===== config.mk =====
export PLATFORM = sky130hd
export DESIGN_NAME = alu_serial_sequencer
export DESIGN_NICKNAME = d
export VERILOG_FILES = /design/src/rtl/alu_serial_sequencer.sv
export SDC_FILE = /design/constraint.sdc
export NUM_CORES = 1
export LEC_CHECK = 0
export CORE_UTILIZATION = 45
export CTS_CLUSTER_DIAMETER = 30
export CTS_CLUSTER_SIZE = 12
export DETAILED_ROUTE_END_ITERATION = 7
export PLACE_DENSITY = 0.83
export SYNTH_ARGS = -nofsm -noshare
export SYNTH_HDL_FRONTEND = slang
export SYNTH_SLANG_ARGS = --single-unit

===== constraint.sdc =====
create_clock -name clk -period 1.34 [get_ports clk]
set_input_delay 0.201 -clock clk [delete_from_list [all_inputs] [get_ports clk]]
set_output_delay 0.201 -clock clk [all_outputs]
set_load 0.05 [all_outputs]

===== src/rtl/alu_serial_sequencer.sv =====
// Bit-serial sequencer driving one external 1-bit ALU slice, LSB first, with carry fed back each cycle.
// Optional build macro OVERFLOW_FLAG_EN adds the out_ovf port (signed overflow for ADD/SUB).
//
// state   | meaning
// IDLE    | ready for a command; in_ready=1
// RUN     | slice is driven one bit per cycle, WIDTH cycles
// DONE    | result/err held until out_ready
module alu_serial_sequencer #(
   parameter int WIDTH = 32,
   parameter int CNTW  = 6
) (
   input  logic             clk,
   input  logic             rst_n,
   input  logic             in_valid,
   output logic             in_ready,
   input  logic [WIDTH-1:0] in_a,
   input  logic [WIDTH-1:0] in_b,
   input  logic [2:0]       in_op,
   output logic             out_valid,
   input  logic             out_ready,
   output logic [WIDTH-1:0] out_result,
   output logic             out_err,
   output logic             slice_a,
   output logic             slice_b,
   output logic             slice_cin,
   output logic [2:0]       slice_cntrl,
   input  logic             slice_out,
   input  logic             slice_cout
`ifdef OVERFLOW_FLAG_EN
   ,
   output logic             out_ovf
`endif
);

   localparam logic [2:0] OP_ADD = 3'b000;
   localparam logic [2:0] OP_SUB = 3'b001;
   localparam logic [2:0] OP_XOR = 3'b010;
   localparam logic [2:0] OP_SLT = 3'b011;

   typedef enum logic [1:0] {
      ST_IDLE = 2'b00,
      ST_RUN  = 2'b01,
      ST_DONE = 2'b10
   } state_t;

   state_t           r_state;
   state_t           w_state_nxt;
   logic [WIDTH-1:0] r_a;
   logic [WIDTH-1:0] r_b;
   logic [WIDTH-1:0] r_result;
   logic [2:0]       r_op;
   logic [CNTW-1:0]  r_cnt;
   logic             r_carry;
   logic             r_err;
   logic             w_last;
   logic             w_ovf;
   logic             w_is_sub;
`ifdef OVERFLOW_FLAG_EN
   logic             r_ovf;
`endif

   assign w_last   = (r_cnt == CNTW'(WIDTH - 1));
   // On the MSB cycle r_carry is the carry into the MSB, so this is the signed overflow.
   assign w_ovf    = r_carry ^ slice_cout;
   assign w_is_sub = (in_op == OP_SUB) || (in_op == OP_SLT);

   always_ff @(posedge clk or negedge rst_n) begin
      if (!rst_n) begin
         r_state <= ST_IDLE;
      end else begin
         r_state <= w_state_nxt;
      end
   end

   always_comb begin
      w_state_nxt = r_state;
      in_ready    = 1'b0;
      out_valid   = 1'b0;
      slice_a     = 1'b0;
      slice_b     = 1'b0;
      slice_cin   = 1'b0;
      slice_cntrl = 3'b000;
      case (r_state)
         ST_IDLE: begin
            in_ready = 1'b1;
            if (in_valid) begin
               w_state_nxt = in_op[2] ? ST_DONE : ST_RUN;
            end
         end
         ST_RUN: begin
            slice_a     = r_a[0];
            slice_b     = r_b[0];
            slice_cin   = r_carry;
            slice_cntrl = (r_op == OP_SLT) ? OP_SUB : r_op;
            if (w_last) begin
               w_state_nxt = ST_DONE;
            end
         end
         ST_DONE: begin
            out_valid = 1'b1;
            if (out_ready) begin
               w_state_nxt = ST_IDLE;
            end
         end
         default: begin
            w_state_nxt = ST_IDLE;
         end
      endcase
   end

   always_ff @(posedge clk or negedge rst_n) begin
      if (!rst_n) begin
         r_a      <= '0;
         r_b      <= '0;
         r_result <= '0;
         r_op     <= OP_ADD;
         r_cnt    <= '0;
         r_carry  <= 1'b0;
         r_err    <= 1'b0;
`ifdef OVERFLOW_FLAG_EN
         r_ovf    <= 1'b0;
`endif
      end else begin
         case (r_state)
            ST_IDLE: begin
               if (in_valid) begin
                  r_a      <= in_a;
                  r_b      <= in_b;
                  r_op     <= in_op;
                  r_cnt    <= '0;
                  r_carry  <= w_is_sub;
                  r_result <= '0;
                  r_err    <= in_op[2];
`ifdef OVERFLOW_FLAG_EN
                  r_ovf    <= 1'b0;
`endif
               end
            end
            ST_RUN: begin
               r_a     <= r_a >> 1;
               r_b     <= r_b >> 1;
               r_carry <= slice_cout;
               r_cnt   <= r_cnt + CNTW'(1);
               if (w_last && (r_op == OP_SLT)) begin
                  // Less-than is the sign of the difference, corrected for overflow.
                  r_result <= {{(WIDTH-1){1'b0}}, slice_out ^ w_ovf};
               end else begin
                  r_result <= {slice_out, r_result[WIDTH-1:1]};
               end
`ifdef OVERFLOW_FLAG_EN
               if (w_last) begin
                  r_ovf <= ((r_op == OP_ADD) || (r_op == OP_SUB)) && w_ovf;
               end
`endif
            end
            default: begin
            end
         endcase
      end
   end

   assign out_result = r_result;
   assign out_err    = r_err;
`ifdef OVERFLOW_FLAG_EN
   assign out_ovf    = r_ovf;
`endif

endmodule


* Word-level counts from Yosys, hierarchy flattened
Index checks and enable logic that the tools add are counted.
** Storage, ports and cells
- Register bits :: 109
- Output and inout port bits :: 41
- Bits of input ports :: 73
** Operators by class
- Equality and inequality tests :: 9
- Bitwise gates (word level) :: 2
- Mux-type cells :: 23
- $add $sub $neg :: 1
- Reduce and logical (&&, ||, !) cells :: 7
** Operator list (number)
- 32-bit case mux with 2 select lines :: 3
- 32-bit 2-to-1 mux :: 4
- 6-bit case mux with 2 select lines :: 1
- 2-bit 2-to-1 mux :: 4
- 6-bit by 1-bit adder with 6-bit output, second input constant :: 1
- 3-bit by 2-bit equality test with 1-bit output, second input constant :: 2
- 6-bit by 5-bit equality test with 1-bit output, second input constant :: 1
- 1-bit 2-to-1 mux :: 6
- 3-bit 2-to-1 mux :: 2
- 6-bit 2-to-1 mux :: 1
- 2-bit != test, second input constant :: 3
- 2-bit case mux with 3 select lines :: 1
- 2-bit AND reduction :: 2
- 3-bit by 1-bit equality test with 1-bit output, second input constant :: 1
- 3-bit AND reduction :: 1
- 2-bit by 1-bit equality test with 1-bit output, second input constant :: 1
- 2-bit equality test, second input constant :: 1
- 2-bit zero test :: 1
- 1-bit case mux with 2 select lines :: 1
- 2-bit nonzero test :: 1
- 1-bit XOR :: 2
- 1-bit logical AND :: 1
- 1-bit logical OR :: 1

* Logic depth before layout (Yosys ltp)
Gate-level depths: netlist of run 1.
- Depth after elaboration :: 4
- Depth in mapped cells :: 6
- Depth with buffers taken out :: 4

* Worst setup path after synthesis of run 1
Ideal clock, no wire load.
- Kind :: register to output
- From :: register r_op[2]
- To :: output port slice_cntrl[1]
- Data arrival time :: 1.462 ns
- Setup slack :: -0.323 ns
- Stages on the path, launching flop included :: 3
- Data required time :: 1.139 ns
- Cell sequence :: dfrtp_1 o21ai_0 nor2_1
** Between the ends
- Longest elaborated chain between the ends :: 3
** Ends and longest elaborated chain
- start, declared :: line 51 : logic [2:0] r_op;
- start signal, assigned :: line 129 : r_op <= in_op;
- 3-bit by 2-bit equality test with 1-bit output :: line 94 : slice_cntrl = (r_op == OP_SLT) ? OP_SUB : r_op;
- 3-bit 2-to-1 mux :: line 94
- 3-bit 2-to-1 mux :: line 83 : case (r_state)
- end, declared :: line 26 : output logic [2:0] slice_cntrl,
No other way between the ends.

* Worst setup path in the final report of run 1
- From :: register r_state[1]
- To :: output port slice_cntrl[0]
** Between the ends
- Longest elaborated chain between the ends :: 2
** Ends and longest elaborated chain
- start, declared :: line 46 : state_t r_state;
- start signal, assigned :: line 71 : r_state <= w_state_nxt;
- 2-bit by 1-bit equality test with 1-bit output :: line 83
- 3-bit 2-to-1 mux :: line 83
No other way between the ends.

==> metrics.txt, run 1 <==
outcome finished with violations; failing checks negative setup slack; largest net degree at the start of global routing 60; DIE HEIGHT 107 µm; Post-layout nets between 600 and 700; chip width 107 µm; Slew @ Worst Pin 0.323 ns; leakage power roughly 3.4 nW; PortBufs 113; area grow syn2layout 58.7%; initial antenna violation count 1; DIE AREA about 11000 µm²; syn_nets 501; Critical Path Source Type register; I/O pins 114; post-synth cell types 33; Starting Density 47.0%; GP Congestion 0.824; global-route wire length before repair 21300 µm; # setup viols final 110; TritonCTS clock tree done; setup slack after layout -0.310 ns; DR vias ~4000; vias in the first global route about 4200; synthesized area per cell 11.5 µm²; # Max-Cap Violations 0; Final Critical Period ~1.6 ns; CP peak stage delay 0.47 ns; CTS buffer count 9; Remaining Overflow, GRT 0; f_max 606 MHz; fin. max-slew vios 0; endpoint class of the critical path output port; top sig layer met4; Req. time, crit path ~1.1 ns; placement row count 37; layout cells sized above 1 between 20% and 30%; EDFF count, synth 0; dpl hpwl 8040 µm; # fillers roughly 640; final hold viol count 0; Vias/cell 5.46; power per standard cell area 2120 nW/µm²; slew margin rel. 78.5%; R2R setup slack -0.25 ns; share of the synthesized area in the top cell type 54.9%; setup TNS -19.93 ns; Post-DRT Antenna Nets 0; register bit total from synthesis 108; Layout Skew 0.0137 ns; Area contributors post-synth dfrtp_1 (55%), mux2i_1 (13%), o21ai_1 (6.4%), a22o_1 (6.1%), nand2_1 (5.4%); CP arrival 1.45 ns; routed wl met3 558 µm; core box area between 10000 and 15000 µm²; Clock Tree Buf Depth 2; clock latency on the worst-skew pair 0.37 ns; hold crit path type input pin to asynchronous set/reset pin; DR iter-0 viols around 230; largest area contributor in the netlist dfrtp_1; per-cell routed wire length 19.3 µm; count leader, synth dfrtp_1; CTS Sinks 108; RSZ-0062 raised after global routing true; CTS root buffer clkbuf_8; Post-synth ARST share 100%; Worst VDD drop 1.50 mV; hold_ws roughly 0.25 ns; post-layout util about three quarters; M1 wire length 5860 µm; DR WL met2 between 7000 and 8000 µm; router iterations before antenna repair 4; htree depth 3; Max FO, Critical Path 4; Post-Syn Instances 427; # DRC 0; Global Route Usage Sum about a quarter; clock-pin slew on the worst setup and hold paths 0.11 ns; Seq/Total Area, Yosys 54.9%; cell area after synthesis roughly 4900 µm²; Syn. warnings 0; Final Cycle Share 123%; r2r worst-path depth 7; final wirelength 14200 µm; Worst path slowest cell dfrtp_2; crit-path cells nor2b_4, buf_6, and2_4, buf_12; Crit Path Class register to output port; most frequent cells after synthesis dfrtp_1 (108), nand2_1 (71), mux2i_1 (63), o21ai_1 (63), a22o_1 (34); Primary FF master, synth dfrtp_1
-- flip-flops by register name, summed over array words and instances (netlist names) --
register    cells
out_result     32
r_a            32
r_b            32
r_cnt           6
r_op            3
r_state         2
r_carry         1
-- logic make-up after synthesis --
group,count (synthesis),share of synthesized area [%]
muxes,69,14.2
and+or+nand+nor,98,8.77
xor gates and xnor gates,3,0.534
AOI/OAI and AO/OA,113,14.6
DFF,108,54.9
adders and majority gates,1,0.254
buffers and inverters,35,6.66
-- critical path, delay by kind of cell, from the launching register on --
family / cells / cell delay, ns
buffers and inverters: 2 / 0.27
DFF: 1 / 0.47
and+or+nand+nor: 2 / 0.35
-- cell type report --
| type | count | area [µm²] | area share, % |
|---|---|---|---|
| tap | 136 | 170 | 2.18 |
| clock buffer | 10 | 138 | 1.76 |
| inverter | 3 | 11.3 | 0.144 |
| sequential | 108 | 2710 | 34.6 |
| clock inverter | 6 | 70.1 | 0.897 |
| multi-input combinational | 284 | 2120 | 27.1 |
| timing repair buffer | 186 | 2590 | 33.2 |
| antenna | 1 | 2.50 | 0.0320 |
-- layout by cell type, fill, tap and decap left out, types with 5 or more instances in the layout --
master           synthesis  routed
nand2_1                 71      71
a22o_1                  34      34
mux2i_1                 63      48
clkbuf_8                 0      10
and2_4                   0       5
buf_4                    8      27
clkdlybuf4s50_1          0      71
mux2i_2                  0       7
buf_16                   0       7
mux2i_4                  0       8
buf_12                   7      56
buf_6                    6      16
o21ai_1                 63      62
dfrtp_1                108     106
mux2_2                   6       5
-- final timing paths --
check / from / end
setup / recovery: r_state[1]$_DFFE_PN0P_ / slice_cntrl[0]
hold / removal: rst_n / r_a[21]$_DFFE_PN0P_
setup reg to reg: r_state[1]$_DFFE_PN0P_ / r_b[27]$_DFFE_PN0P_
hold reg to reg: r_a[2]$_DFFE_PN0P_ / r_a[2]$_DFFE_PN0P_
max in group asynchronous: rst_n / r_b[13]$_DFFE_PN0P_
min in group clk: in_a[22] / r_a[22]$_DFFE_PN0P_
-- metal layers --
metal | vias to the layer above | global-route usage [%]
li1 | 1838 | -
met1 | 2016 | 30.0
met2 | 122 | 41.6
met3 | 29 | 3.56
met4 | 0 | 11.2
met5 | - | 0
-- what timing repair did --
action,CTS,global route
buffers inserted,18,5
pin swaps,10,9
resized for setup,32,40
cloned,7,4
hold buffers,1,0
setup endpoints to repair,98,114
hold endpoints to repair,18,0
-- power breakdown --
group	total (mW)	leakage, nW	switching, mW	internal, mW
clock	2.11	0.107	1.17	0.934
sequential	5.26	1.38	0.853	4.40
combinational	9.23	1.92	4.16	5.06
-- per-stage QoR --
step	power, mW	cell area [µm²]	setup slack [ns]	instances
2_1_floorplan	9.56	4950	-0.0290	427
3_3_place_gp	11.5	6800	-0.219	682
3_5_place_dp	11.8	6800	-0.311	682
4_1_cts	15.4	7480	-0.294	724
5_1_grt	17.5	7810	-0.371	734
6_report	16.6	7810	-0.310	734
Note: power is estimated with default switching activity, not from simulation.
==> run 2, diff against run 1 <==
- PLACE_DENSITY: 0.83 -> unset
- PLACE_DENSITY_LB_ADDON: unset -> 0.15
==> metrics.txt, run 2 (synthesized netlist as in run 1, its figures left out) <==
outcome finished with violations (unchanged); Global Route Usage Sum 21.6% (was 24.2%); # fillers 724 (was 638); Remaining Overflow, GRT 0 (unchanged); leakage power 3.35 nW (was 3.41 nW); Clock Tree Buf Depth 2 (unchanged); CP arrival 1.46 ns (was 1.45 ns); CTS Sinks 108 (unchanged); Overall Power 15.8 mW (was 16.6 mW); most frequent cells in the layout dfrtp_1 (106), nand2_1 (71), clkdlybuf4s50_1 (71), o21ai_1 (63), buf_12 (59) (was dfrtp_1 (106), nand2_1 (71), clkdlybuf4s50_1 (71), o21ai_1 (62), buf_12 (56)); Layout Skew 0.00865 ns (was 0.0137 ns); DR vias 3766 (was 4005); chip width 107 µm (unchanged); vias in the first global route 3914 (was 4227); Max FO, Critical Path 4 (unchanged); area of the multi-input gates 2010 µm² (was 2120 µm²); I/O pins 114 (unchanged); RSZ-0062 raised after global routing true (unchanged); core box area 10500 µm² (unchanged); Crit Path Class register to output port (unchanged); CTS buffer count 9 (unchanged); final wirelength 11600 µm (was 14200 µm); # Max-Cap Violations 0 (unchanged); clock latency on the worst-skew pair 0.37 ns (about the same); power per standard cell area 2080 nW/µm² (was 2120 nW/µm²); PortBufs 113 (unchanged); endpoint class of the critical path output port (unchanged); register area 2710 µm² (unchanged); R2R setup slack -0.25 ns (about the same); DR iter-0 viols 125 (was 228); setup slack after layout -0.320 ns (was -0.310 ns); Final Cycle Share 124% (was 123%); WP buf/inv 2 (unchanged); Critical Path Source Type register (unchanged); Req. time, crit path 1.14 ns (about the same); clock-pin slew on the worst setup and hold paths 0.09 ns (was 0.11 ns); CP peak stage delay 0.46 ns (was 0.47 ns); CTS root buffer clkbuf_8 (unchanged); Worst path slowest cell dfrtp_2 (unchanged); initial antenna violation count 0 (was 1); CP delay by family, top flip-flops (unchanged); DIE HEIGHT 107 µm (unchanged); f_max 602 MHz (was 606 MHz); Setup Slack @ Placement -0.291 ns (was -0.311 ns); final hold viol count 0 (unchanged); global-route wire length before repair 19300 µm (was 21300 µm); htree depth 3 (unchanged); Post-layout nets 661 (was 666); area grow syn2layout 54.8% (was 58.7%); Final Critical Period 1.66 ns (was 1.65 ns); layout cells sized above 1 27.2% (was 29.5%); hold crit path type input pin to asynchronous set/reset pin (unchanged); Post-DRT Antenna Nets 0 (unchanged); placement row count 37 (unchanged); dpl hpwl 7510 µm (was 8040 µm); GP Congestion 0.778 (was 0.824); router iterations before antenna repair 4 (unchanged); Slew @ Worst Pin 0.342 ns (was 0.323 ns); # DRC 0 (unchanged); DIE AREA 11400 µm² (unchanged); Worst VDD drop 1.31 mV (was 1.50 mV); post-layout util 72.8% (was 74.6%); slew margin rel. 77.2% (was 78.5%); Starting Density 47.0% (unchanged); Vias/cell 5.18 (was 5.46); # setup viols final 107 (was 110); fin. max-slew vios 0 (unchanged); largest net degree at the start of global routing 33 (was 60); crit-path cells nor2b_4, buf_12, and2_4, buf_12 (was nor2b_4, buf_6, and2_4, buf_12); most common cell after layout, fill and taps aside dfrtp_1 (unchanged); failing checks negative setup slack (unchanged); per-cell routed wire length 15.9 µm (was 19.3 µm); Worst path most repeated cell buf_12; TritonCTS clock tree done (unchanged); antenna fix cells 0 (was 1)
[run 2: cell count changes in the layout (fill, tap and decap cells not counted), sizes merged]
cell | previous run | this run
inv | 5 | 3
buf | 109 | 108
clkinvlp | 0 | 2
bufbuf | 1 | 0
clkbuf | 14 | 10
bufinv | 1 | 3
diode | 1 | 0
clkinv | 3 | 1
[run 2: through the flow]
step	hold WS (ns)	instance area [µm²]	instances	TNS, ns
after global routing	0.286	7610	727	-23.87
after CTS	0.266	7550	726	-17.21
after global placement	0.123	6900	688	-20.95
final	0.276	7610	727	-17.81
after detailed placement	0.129	6900	688	-21.86
after floorplan	-0.0946	4950	427	-0.869
[run 2: timing repair]
action	CTS	global route
pin swaps	11	24
setup endpoints to repair	100	111
resized for setup	33	32
cloned	6	1
hold endpoints to repair	18	0
buffers inserted	16	8
hold buffers	1	0
[run 2: where the power goes]
group	total [mW]	switching [mW]	internal [mW]
logic	8.32	3.73	4.59
registers	5.16	0.756	4.41
clock network	2.34	1.10	1.23
[run 2: final cells by class]
| cell class | count | share of cell area (%) |
|---|---|---|
| Clock buffer | 9 | 1.63 |
| Clock inverter | 6 | 1.50 |
| Inverter | 3 | 0.148 |
| Multi-Input combinational cell | 284 | 26.4 |
| Sequential cell | 108 | 35.5 |
| Tap cell | 136 | 2.23 |
| Timing Repair Buffer | 181 | 32.5 |
[run 2: final timing paths]
kind,start,end,cells after the start
setup / recovery,r_state[1]$_DFFE_PN0P_,slice_cntrl[0],4
setup reg to reg,r_state[1]$_DFFE_PN0P_,r_b[0]$_DFFE_PN0P_,7
hold / removal,rst_n,r_a[7]$_DFFE_PN0P_,2
max in group asynchronous,rst_n,out_result[27]$_DFFE_PN0P_,3
hold reg to reg,r_b[3]$_DFFE_PN0P_,r_b[3]$_DFFE_PN0P_,2
min in group clk,in_a[24],r_a[24]$_DFFE_PN0P_,3
[run 2: metal layers]
layer | global-route usage (%) | vias to the layer above | wire length (µm)
met5 | 0 | - | 0
met4 | 8.12 | 0 | 148
met3 | 3.56 | 12 | 499
met2 | 36.5 | 78 | 5740
met1 | 28.0 | 1851 | 5190
li1 | - | 1825 | -
[run 2: worst register-to-register path, cell delays in order (launching register included)]
cell and delay, ns:
dfrtp_2 0.46, nor2b_4 0.22, buf_12 0.14, buf_6 0.09, buf_12 0.13, buf_12 0.13
mux2i_2 0.22, o21ai_1 0.09
